<file path="src/rtl/alu_arb_pkg.sv">
// Shared definitions for the alu_arb slice: ALU width, opcodes and FSM states.
package alu_arb_pkg;

   localparam int ALU_W = 8;

   localparam logic [2:0] OP_ADD = 3'b000;
   localparam logic [2:0] OP_SUB = 3'b001;
   localparam logic [2:0] OP_OR  = 3'b010;
   localparam logic [2:0] OP_AND = 3'b011;
   localparam logic [2:0] OP_XOR = 3'b100;
   localparam logic [2:0] OP_NOT = 3'b101;
   localparam logic [2:0] OP_LSL = 3'b110;
   localparam logic [2:0] OP_LSR = 3'b111;

   typedef enum logic [1:0] {
      IDLE = 2'd0,
      EXEC = 2'd1,
      RESP = 2'd2
   } alu_arb_state_t;

endpackage

</file>
<file path="src/rtl/alu_arb_rr_arb.sv">
// Combinational round-robin arbiter: first set request at or above ptr,
// wrapping past NREQ-1 back to 0. Returns one-hot and binary forms.
module rr_arb #(
   parameter int NREQ = 4,
   parameter int IW   = $clog2(NREQ)
) (
   input  logic [NREQ-1:0] req,
   input  logic [IW-1:0]   ptr,
   output logic [NREQ-1:0] gnt,
   output logic [IW-1:0]   idx,
   output logic            any
);

   logic [IW-1:0] cand;

   // Scan upward from ptr; the first hit wins and masks later candidates.
   always_comb begin
      gnt  = '0;
      idx  = '0;
      any  = 1'b0;
      cand = '0;
      for (int k = 0; k < NREQ; k++) begin
         cand = IW'((int'(ptr) + k) % NREQ);
         if (!any && req[cand]) begin
            any       = 1'b1;
            idx       = cand;
            gnt[cand] = 1'b1;
         end
      end
   end

endmodule

</file>
<file path="src/rtl/alu_conv.sv">
// Shared 8-bit ALU with a two-way A-operand mux. Arithmetic wraps modulo 256,
// shifts move by one bit and fill with zero.
module alu_conv
   import alu_arb_pkg::*;
(
   input  logic [ALU_W-1:0] a0_mux,
   input  logic [ALU_W-1:0] a1_mux,
   input  logic             a_sel,
   input  logic [ALU_W-1:0] b,
   input  logic [2:0]       ctrl,
   output logic [ALU_W-1:0] y
);

   logic [ALU_W-1:0] a;

   // Select operand A, then evaluate the requested operation.
   always_comb begin
      a = a_sel ? a1_mux : a0_mux;
      y = '0;
      case (ctrl)
         OP_ADD:  y = a + b;
         OP_SUB:  y = a - b;
         OP_OR:   y = a | b;
         OP_AND:  y = a & b;
         OP_XOR:  y = a ^ b;
         OP_NOT:  y = ~a;
         OP_LSL:  y = {a[ALU_W-2:0], 1'b0};
         OP_LSR:  y = {1'b0, a[ALU_W-1:1]};
         default: y = '0;
      endcase
   end

endmodule

</file>
<file path="src/rtl/alu_arb.sv">
// Round-robin sequencer sharing one alu_conv among NREQ requesters.
// One operation in flight: IDLE grants and captures operands, EXEC computes,
// RESP holds the result until the owning requester accepts it.
// Define ALU_ARB_ACC_EN to build per-requester accumulators selectable as
// operand A via req_acc; without it req_acc is ignored.
module alu_arb
   import alu_arb_pkg::*;
#(
   parameter int NREQ = 4
) (
   input  logic                  clk,
   input  logic                  rst_n,
   input  logic [NREQ-1:0]       req_valid,
   output logic [NREQ-1:0]       req_ready,
   input  logic [NREQ*ALU_W-1:0] req_a,
   input  logic [NREQ*ALU_W-1:0] req_b,
   input  logic [NREQ*3-1:0]     req_op,
   input  logic [NREQ-1:0]       req_acc,
   output logic [NREQ-1:0]       rsp_valid,
   input  logic [NREQ-1:0]       rsp_ready,
   output logic [ALU_W-1:0]      rsp_data,
   output logic                  busy
);

   localparam int IW = $clog2(NREQ);
   localparam logic [NREQ-1:0] GNT_ONE = NREQ'(1);

   alu_arb_state_t   state;
   logic [IW-1:0]    ptr;
   logic [IW-1:0]    g_r;
   logic [ALU_W-1:0] a0_r;
   logic [ALU_W-1:0] b_r;
   logic [2:0]       op_r;
   logic [ALU_W-1:0] res_r;
   logic [NREQ-1:0]  rsp_valid_r;
   logic             busy_r;

   logic [NREQ-1:0]  gnt;
   logic [IW-1:0]    gnt_idx;
   logic             gnt_any;

   logic             a_sel;
   logic [ALU_W-1:0] a1_mux;
   logic [ALU_W-1:0] alu_y;

   rr_arb #(
      .NREQ (NREQ),
      .IW   (IW)
   ) u_rr_arb (
      .req (req_valid),
      .ptr (ptr),
      .gnt (gnt),
      .idx (gnt_idx),
      .any (gnt_any)
   );

`ifdef ALU_ARB_ACC_EN
   logic             acc_sel_r;
   logic [ALU_W-1:0] acc [NREQ];

   assign a_sel  = acc_sel_r;
   assign a1_mux = acc[g_r];
`else
   logic unused_req_acc;

   assign a_sel          = 1'b0;
   assign a1_mux         = '0;
   assign unused_req_acc = ^req_acc;
`endif

   alu_conv u_alu (
      .a0_mux (a0_r),
      .a1_mux (a1_mux),
      .a_sel  (a_sel),
      .b      (b_r),
      .ctrl   (op_r),
      .y      (alu_y)
   );

   // Grant is offered only while idle and out of reset; the handshake path is
   // deliberately combinational from req_valid.
   assign req_ready = (state == IDLE && rst_n) ? gnt : '0;
   assign rsp_valid = rsp_valid_r;
   assign rsp_data  = res_r;
   assign busy      = busy_r;

   // Sequencer FSM: grant/capture, execute, then hold the response.
   always_ff @(posedge clk) begin
      if (!rst_n) begin
         state       <= IDLE;
         ptr         <= '0;
         g_r         <= '0;
         a0_r        <= '0;
         b_r         <= '0;
         op_r        <= OP_ADD;
         res_r       <= '0;
         rsp_valid_r <= '0;
         busy_r      <= 1'b0;
`ifdef ALU_ARB_ACC_EN
         acc_sel_r   <= 1'b0;
         for (int i = 0; i < NREQ; i++) acc[i] <= '0;
`endif
      end else begin
         case (state)
            IDLE: begin
               if (gnt_any) begin
                  a0_r      <= req_a[gnt_idx*ALU_W +: ALU_W];
                  b_r       <= req_b[gnt_idx*ALU_W +: ALU_W];
                  op_r      <= req_op[gnt_idx*3 +: 3];
                  g_r       <= gnt_idx;
`ifdef ALU_ARB_ACC_EN
                  acc_sel_r <= req_acc[gnt_idx];
`endif
                  busy_r    <= 1'b1;
                  state     <= EXEC;
               end
            end
            EXEC: begin
               res_r       <= alu_y;
`ifdef ALU_ARB_ACC_EN
               acc[g_r]    <= alu_y;
`endif
               rsp_valid_r <= GNT_ONE << g_r;
               state       <= RESP;
            end
            RESP: begin
               if (rsp_ready[g_r]) begin
                  ptr         <= (g_r == IW'(NREQ - 1)) ? '0 : g_r + 1'b1;
                  rsp_valid_r <= '0;
                  busy_r      <= 1'b0;
                  state       <= IDLE;
               end
            end
            default: state <= IDLE;
         endcase
      end
   end

endmodule

</file>
<file path="config.mk">
export PLATFORM = sky130hd
export DESIGN_NAME = alu_arb
export DESIGN_NICKNAME = d
export VERILOG_FILES = /design/src/rtl/alu_arb_pkg.sv /design/src/rtl/alu_arb_rr_arb.sv /design/src/rtl/alu_conv.sv /design/src/rtl/alu_arb.sv
export SDC_FILE = /design/constraint.sdc
export NUM_CORES = 1
export LEC_CHECK = 0
export CORE_MARGIN = 2
export CORE_UTILIZATION = 45
export CTS_CLUSTER_SIZE = 16
export DETAILED_ROUTE_END_ITERATION = 8
export GPL_TIMING_DRIVEN = 0
export PLACE_DENSITY = 0.78
export SETUP_SLACK_MARGIN = 0.02
export SLEW_MARGIN = 20
export SYNTH_ARGS = -nofsm -noshare
export SYNTH_HDL_FRONTEND = slang
export SYNTH_SLANG_ARGS = --single-unit
export TNS_END_PERCENT = 5
</file>
<file path="constraint.sdc">
create_clock -name clk -period 9.9 [get_ports clk]
set_clock_uncertainty 0.1 [all_clocks]
set_input_delay 2.475 -clock clk [delete_from_list [all_inputs] [get_ports clk]]
set_output_delay 2.475 -clock clk [all_outputs]
set_load 0.005 [all_outputs]
</file>
==> results.toml, run 1 <==
[logic_synthesis]
synth_cell_types = 54
syn-cell-area_sq_um = 3600
syn_area_per_cell_sq_um = 8.371
synth_seq_area_share_pct = 21.13
ys_ff_latch = 38
syn_inst = 430
synth_edf_count = 0
synth_top_cell_by_area = "dfxtp_1"
synth_common_cells = "51 x mux2i_1, 45 x o21ai_0, 38 x dfxtp_1"
synth_warnings = 0
synth_area_leaders = "dfxtp_1 21%, mux2i_1 14%, ha_1 12%"
ys.flop_type = "dfxtp_1"
async_reset_ff_share_pct = 0
syn-num-nets = 556
synth_top_area_share_pct = 21.13
yosysMostFrequentCell = "mux2i_1"

[setup_path]
worstPathCellList = "clkdlybuf4s50_1 > or3_1 > o32ai_1 > a221oi_1 > nor2_1 > clkdlybuf4s50_1"
crit_cells = 6
critical-path-max-stage-delay_ns = 0.54
path_buf_inv = 2
required_ns = 7.33
crit_slowest_cell = "clkdlybuf4s50_1"
crit_top_cell = "clkdlybuf4s50_1"
critPathTopFamily = "buffers and inverters"
start_kind = "primary input"
crit_path_end_kind = "output port"
cp_max_fo = 8
rr_worst_depth = 12
path_class = "in -> out"
arrival_ns = 4.81

[layout]
nNetsFinal = 664
post-route-util_pct = 62.39
area_delta_synth_final_pct = 33.92
regArea_sq_um = 760.7
fillers = 665
multi_input_area_sq_um = 2567
drive_gt1_share_pct = 4.283
antenna_cells = 0
final_area_sq_um = 4821

[grt]
grt_max_degree = 11
grt_pass1_wl_mm = 16.84
antenna_found_initial = 0
overflow = 0
grt_usage_pct = 23.51
first_global_vias = 3722

[clock_tree]
cts_buffer_depth = 2
hold_buffers = 0
clock_latency_ns = 0.29
cts_sinks = 38
clk_pin_slew_worst_paths_ns = 0.07
cts_root_buffer = "clkbuf_8"
cts.repair.resized = 0
htree_levels = 2
cts_tree = "done"
post_cts.repair.setup_buffers = 0
cts_inserted_buffers = 5

[timing]
fin_hold_ws_ns = 0.3815
slew_headroom_pct = 43.30
rsz0062_at_grt = "no"
hold_viol_final = 0
fmaxAchievable_ghz = 0.1355
tightest_slew_ns = 0.8440
post-route-period-util_pct = 74.57
slew_violations = 0
fin_crit_ns = 7.382
tns_ns = 0
setup_violations = 0
layout_setup_ws_ns = 2.518

[floorplan]
die_x_um = 93.44
start_util_pct = 46.58
pin_count = 107
num_rows = 32
core_sq_um = 7727
die_h_um = 93.44
dieArea_sq_um = 8731

[detailed_routing]
drtAntennaViolNets = 0
wl_per_cell_um = 15.65
first_pass_iters = 5
totalWireLength_mm = 9.999
drt_iter0_markers = 250
vias_per_cell = 5.729
vias = 3661
drc = 0

[power_and_ir_drop]
cellPowerDensity_nw_per_um2 = 143.9
vdd_ir_drop_max_uv = 67.13
leakage_nw = 1.860

[run_status]
status = "finished clean"

[job]
max_cap_viol_count = 0

[worst_hold_path]
hold_class = "reg -> reg"
min_delay_path_depth = 2

[place]
port-buffer-count = 101
dpl.hpwl_mm = 8.005
gp_congestion = 0.9621
dpl_cell_area_sq_um = 4738
place_ws_ns = 2.543
state kept, by name, indices dropped and copies added, names as in the netlist:
signal	cells
rsp_valid	4
state	2
a0_r	8
ptr	2
rsp_data	8
b_r	8
op_r	3
busy	1
g_r	2
placed cells by master (no fill, tap or decap), types with 3 or more instances in the layout:
master | netlist | layout
nor2b_1 | 9 | 9
a31oi_1 | 9 | 9
o311ai_0 | 4 | 4
nand3_1 | 6 | 6
inv_1 | 29 | 29
o211ai_1 | 4 | 4
a21oi_1 | 24 | 24
ha_1 | 35 | 35
mux2i_1 | 51 | 51
and3_1 | 5 | 5
nor3b_1 | 3 | 3
nand2b_1 | 3 | 3
mux4_2 | 5 | 5
xnor2_1 | 8 | 8
nor2_1 | 27 | 27
a21boi_0 | 8 | 8
clkbuf_8 | 0 | 6
clkdlybuf4s50_1 | 0 | 101
nand2_1 | 18 | 18
a22oi_1 | 6 | 6
nor3_1 | 8 | 8
clkbuf_1 | 21 | 21
a211oi_1 | 5 | 5
o21ai_0 | 45 | 45
a221oi_1 | 19 | 19
dfxtp_1 | 38 | 38
metrics by stage:
stage | total power, W | std cells
after floorplan | 0.0004577 | 430
after global placement | 0.0005688 | 633
after detailed placement | 0.0005818 | 633
after CTS | 0.0006911 | 639
after global routing | 0.0007445 | 639
final | 0.0006939 | 639
cell type report:
type	instances	area share (%)
Multi-Input combinational cell	333	53.26
Sequential cell	38	15.78
Tap cell	102	2.647
Inverter	30	2.336
Timing Repair Buffer	101	20.97
Clock buffer	6	1.713
Buffer	29	3.296
power by group:
part | switching (W) | internal (W) | leakage [nW]
Combinational | 0.000197 | 0.000187 | 1.50
Clock | 0.0000530 | 0.0000538 | 0.0431
Sequential | 0.0000265 | 0.000176 | 0.314
worst register-to-register path: stages (launching register included):
cell and delay (ns):
dfxtp_1 0.54, buf_6 0.22, buf_1 0.52, inv_1 0.22, ha_1 0.33, clkbuf_1 0.28
nand2b_1 0.15, a21oi_1 0.07, o32ai_2 0.55, and2_0 0.21, clkbuf_1 0.22, clkbuf_1 0.38
a221oi_1 0.16
cells by family (layout without fill, tap and decap cells):
kind of cell / Yosys count / count (layout) / synth area share [%]
flip-flops: 38 / 38 / 21.13
adder cells (fa/ha/maj): 36 / 36 / 12.72
buffers and inverters: 59 / 166 / 7.543
multiplexers: 57 / 57 / 17.62
AND/OR/NAND/NOR: 89 / 89 / 12.34
XOR/XNOR: 9 / 9 / 2.190
AO/OA/AOI/OAI: 142 / 142 / 26.45
routing by layer:
| metal | track usage, % | vias up | part of all wire [%] |
|---|---|---|---|
| met3 | 2.337 | 18 | 3.8 |
| met1 | 29.48 | 1731 | 44 |
| met4 | 7.966 | 0 | 2.1 |
| li1 | - | 1809 | - |
| met5 | 0 | - | 0 |
| met2 | 41.91 | 103 | 50 |
path summary, 6_finish.rpt:
kind	end	startpoint	slack [ns]
max reg2reg	a0_r[3]	ptr[0]	5.80
max	req_ready[2]	req_valid[0]	2.52
min reg2reg	rsp_data[0]	rsp_data[0]	0.38
min	rsp_data[0]	rsp_data[0]	0.38
Power figures use the tool's default switching activity.
==> inputs of run 2 (changes only) <==
CORE_UTILIZATION = 44   (was 45)
PLACE_DENSITY = 0.79   (was 0.78)
clock period = 6.6 ns   (was 9.9 ns; I/O delays follow)
==> run 2 against run 1 <==
Net effect: wire length fell by 0.34%; clock power rose by 53%; cell count grew 0.31%; total power increased by 50%; combinational power increased by 49%.
==> results.toml, run 2 (synthesis gave the netlist of run 1 again) <==
[run_status]
status = "finished clean"

[setup_path]
crit_slowest_cell = "buf_1"
crit_cells = 12
path_buf_inv = 5
arrival_ns = 3.98
r2r_setup_slack_ns = 2.50
timing.rr.end = "b_r[6]"
worstPathCellList = "buf_6 > buf_1 > inv_1 > ha_1 > clkbuf_1 > mux4_2 > nor2b_4 > a22oi_1 > nor2_1 > a221oi_1 > nor2_1 > clkdlybuf4s50_1"
required_ns = 4.85
startpoint = "ptr[0]"
critical-path-max-stage-delay_ns = 0.54
r2r-start = "ptr[0]"
start_kind = "flip-flop"
crit_path_end = "req_ready[3]"
crit_path_end_kind = "output port"
cp_max_fo = 10
critPathTopFamily = "buffers and inverters"
crit_top_cell = "nor2_1"
path_class = "reg -> out"
rr_worst_depth = 12

[layout]
antenna_cells = 0
layout_common_cells = "101 x clkdlybuf4s50_1, 51 x mux2i_1, 45 x o21ai_0"
drive_gt1_share_pct = 4.453
final_common_cell = "clkdlybuf4s50_1"
area_delta_synth_final_pct = 34.17
post-route-util_pct = 61.86
nNetsFinal = 664

[detailed_routing]
drtAntennaViolNets = 0
first_pass_iters = 5
wl_per_cell_um = 15.55
drt_iter0_markers = 212
vias = 3647
totalWireLength_mm = 9.965
drc = 0
vias_per_cell = 5.690

[floorplan]
core_sq_um = 7807
die_x_um = 94.45
num_rows = 32
pin_count = 107
start_util_pct = 46.11
dieArea_sq_um = 8921
die_h_um = 94.45

[clock_tree]
htree_levels = 2
post_cts.repair.setup_buffers = 0
cts_root_buffer = "clkbuf_8"
cts_sinks = 38
clk_pin_slew_worst_paths_ns = 0.07
clock_latency_ns = 0.29
cts_inserted_buffers = 5
cts_buffer_depth = 2
cts.repair.resized = 0
cts_tree = "done"
hold_buffers = 0

[grt]
grt_pass1_wl_mm = 16.58
overflow = 0
antenna_found_initial = 0
grt_max_degree = 12
first_global_vias = 3556
grt_usage_pct = 22.92

[power_and_ir_drop]
leakage_nw = 1.865
vdd_ir_drop_max_uv = 87.67
total_power_w = 0.001041
cellPowerDensity_nw_per_um2 = 215.6

[timing]
fin_hold_ws_ns = 0.3806
slew_violations = 0
fmaxAchievable_ghz = 0.1745
tightest_slew_ns = 0.8875
fin_crit_ns = 5.731
slew_headroom_pct = 40.38
tns_ns = 0
post-route-period-util_pct = 86.83
setup_violations = 0
rsz0062_at_grt = "no"
hold_viol_final = 0

[place]
port-buffer-count = 101
gp_congestion = 0.8862
dpl.hpwl_mm = 8.009

[job]
max_cap_viol_count = 0

[worst_hold_path]
min_from = "rsp_valid[2]"
hold_class = "reg -> reg"
[run 2: changes by cell type in the layout (fill, tap and decap cells not counted)]
cell and delta:
clkbuf_1 +1, clkinv_2 +1
[run 2: cell type report]
type                            instances  area [sq um]
Fill cell                             698          2978
Multi-Input combinational cell        333          2567
Timing Repair Buffer                  101          1011
Sequential cell                        38         760.7
Buffer                                 29         158.9
Tap cell                              102         127.6
Inverter                               30         112.6
Clock buffer                            7         86.33
Clock inverter                          1         5.005
[run 2: worst min path at each step]
stage | end | cells after the start
2_1_floorplan | rsp_data[0] | 2
3_3_place_gp | rsp_valid[3] | 2
3_5_place_dp | rsp_valid[2] | 2
4_1_cts | rsp_valid[2] | 2
5_1_grt | rsp_valid[2] | 2
6_report | rsp_valid[2] | 2
[run 2: through the flow]
step / setup WS, ns / instances / area (sq um)
after floorplan: 1.943 / 430 / 3600
after global placement: 0.9581 / 633 / 4738
after detailed placement: 0.9001 / 633 / 4738
after CTS: 0.8966 / 641 / 4830
after global routing: 0.5561 / 641 / 4830
final: 0.8690 / 641 / 4830
[run 2: per-layer routing]
metal  part of all wire (%)  GRT usage, %  routed length (um)
met1                     44         29.26                4377
met2                     50         41.07                5022
met3                    4.2         2.075                 423
met4                    1.4         6.643                 142
met5                      0             0                   0
[run 2: report_power, final]
| group | switching [W] | leakage, nW | internal (W) | total, W |
|---|---|---|---|---|
| clock | 0.0000799 | 0.0482 | 0.0000843 | 0.000164 |
| sequential | 0.0000400 | 0.314 | 0.000265 | 0.000305 |
| combinational | 0.000293 | 1.50 | 0.000279 | 0.000573 |
| total | 0.000413 | 1.86 | 0.000628 | 0.00104 |
[run 2: worst min-delay path: stages (launching register included)]
cell,delay (ns)
dfxtp_1,0.31
nand3_1,0.06
a21boi_0,0.07
==> inputs of run 3 (changes only) <==
SKIP_LAST_GASP = 1   (was unset)
==> results of run 3 <==
The final DEF is identical to that of run 2; final timing and power are the same.
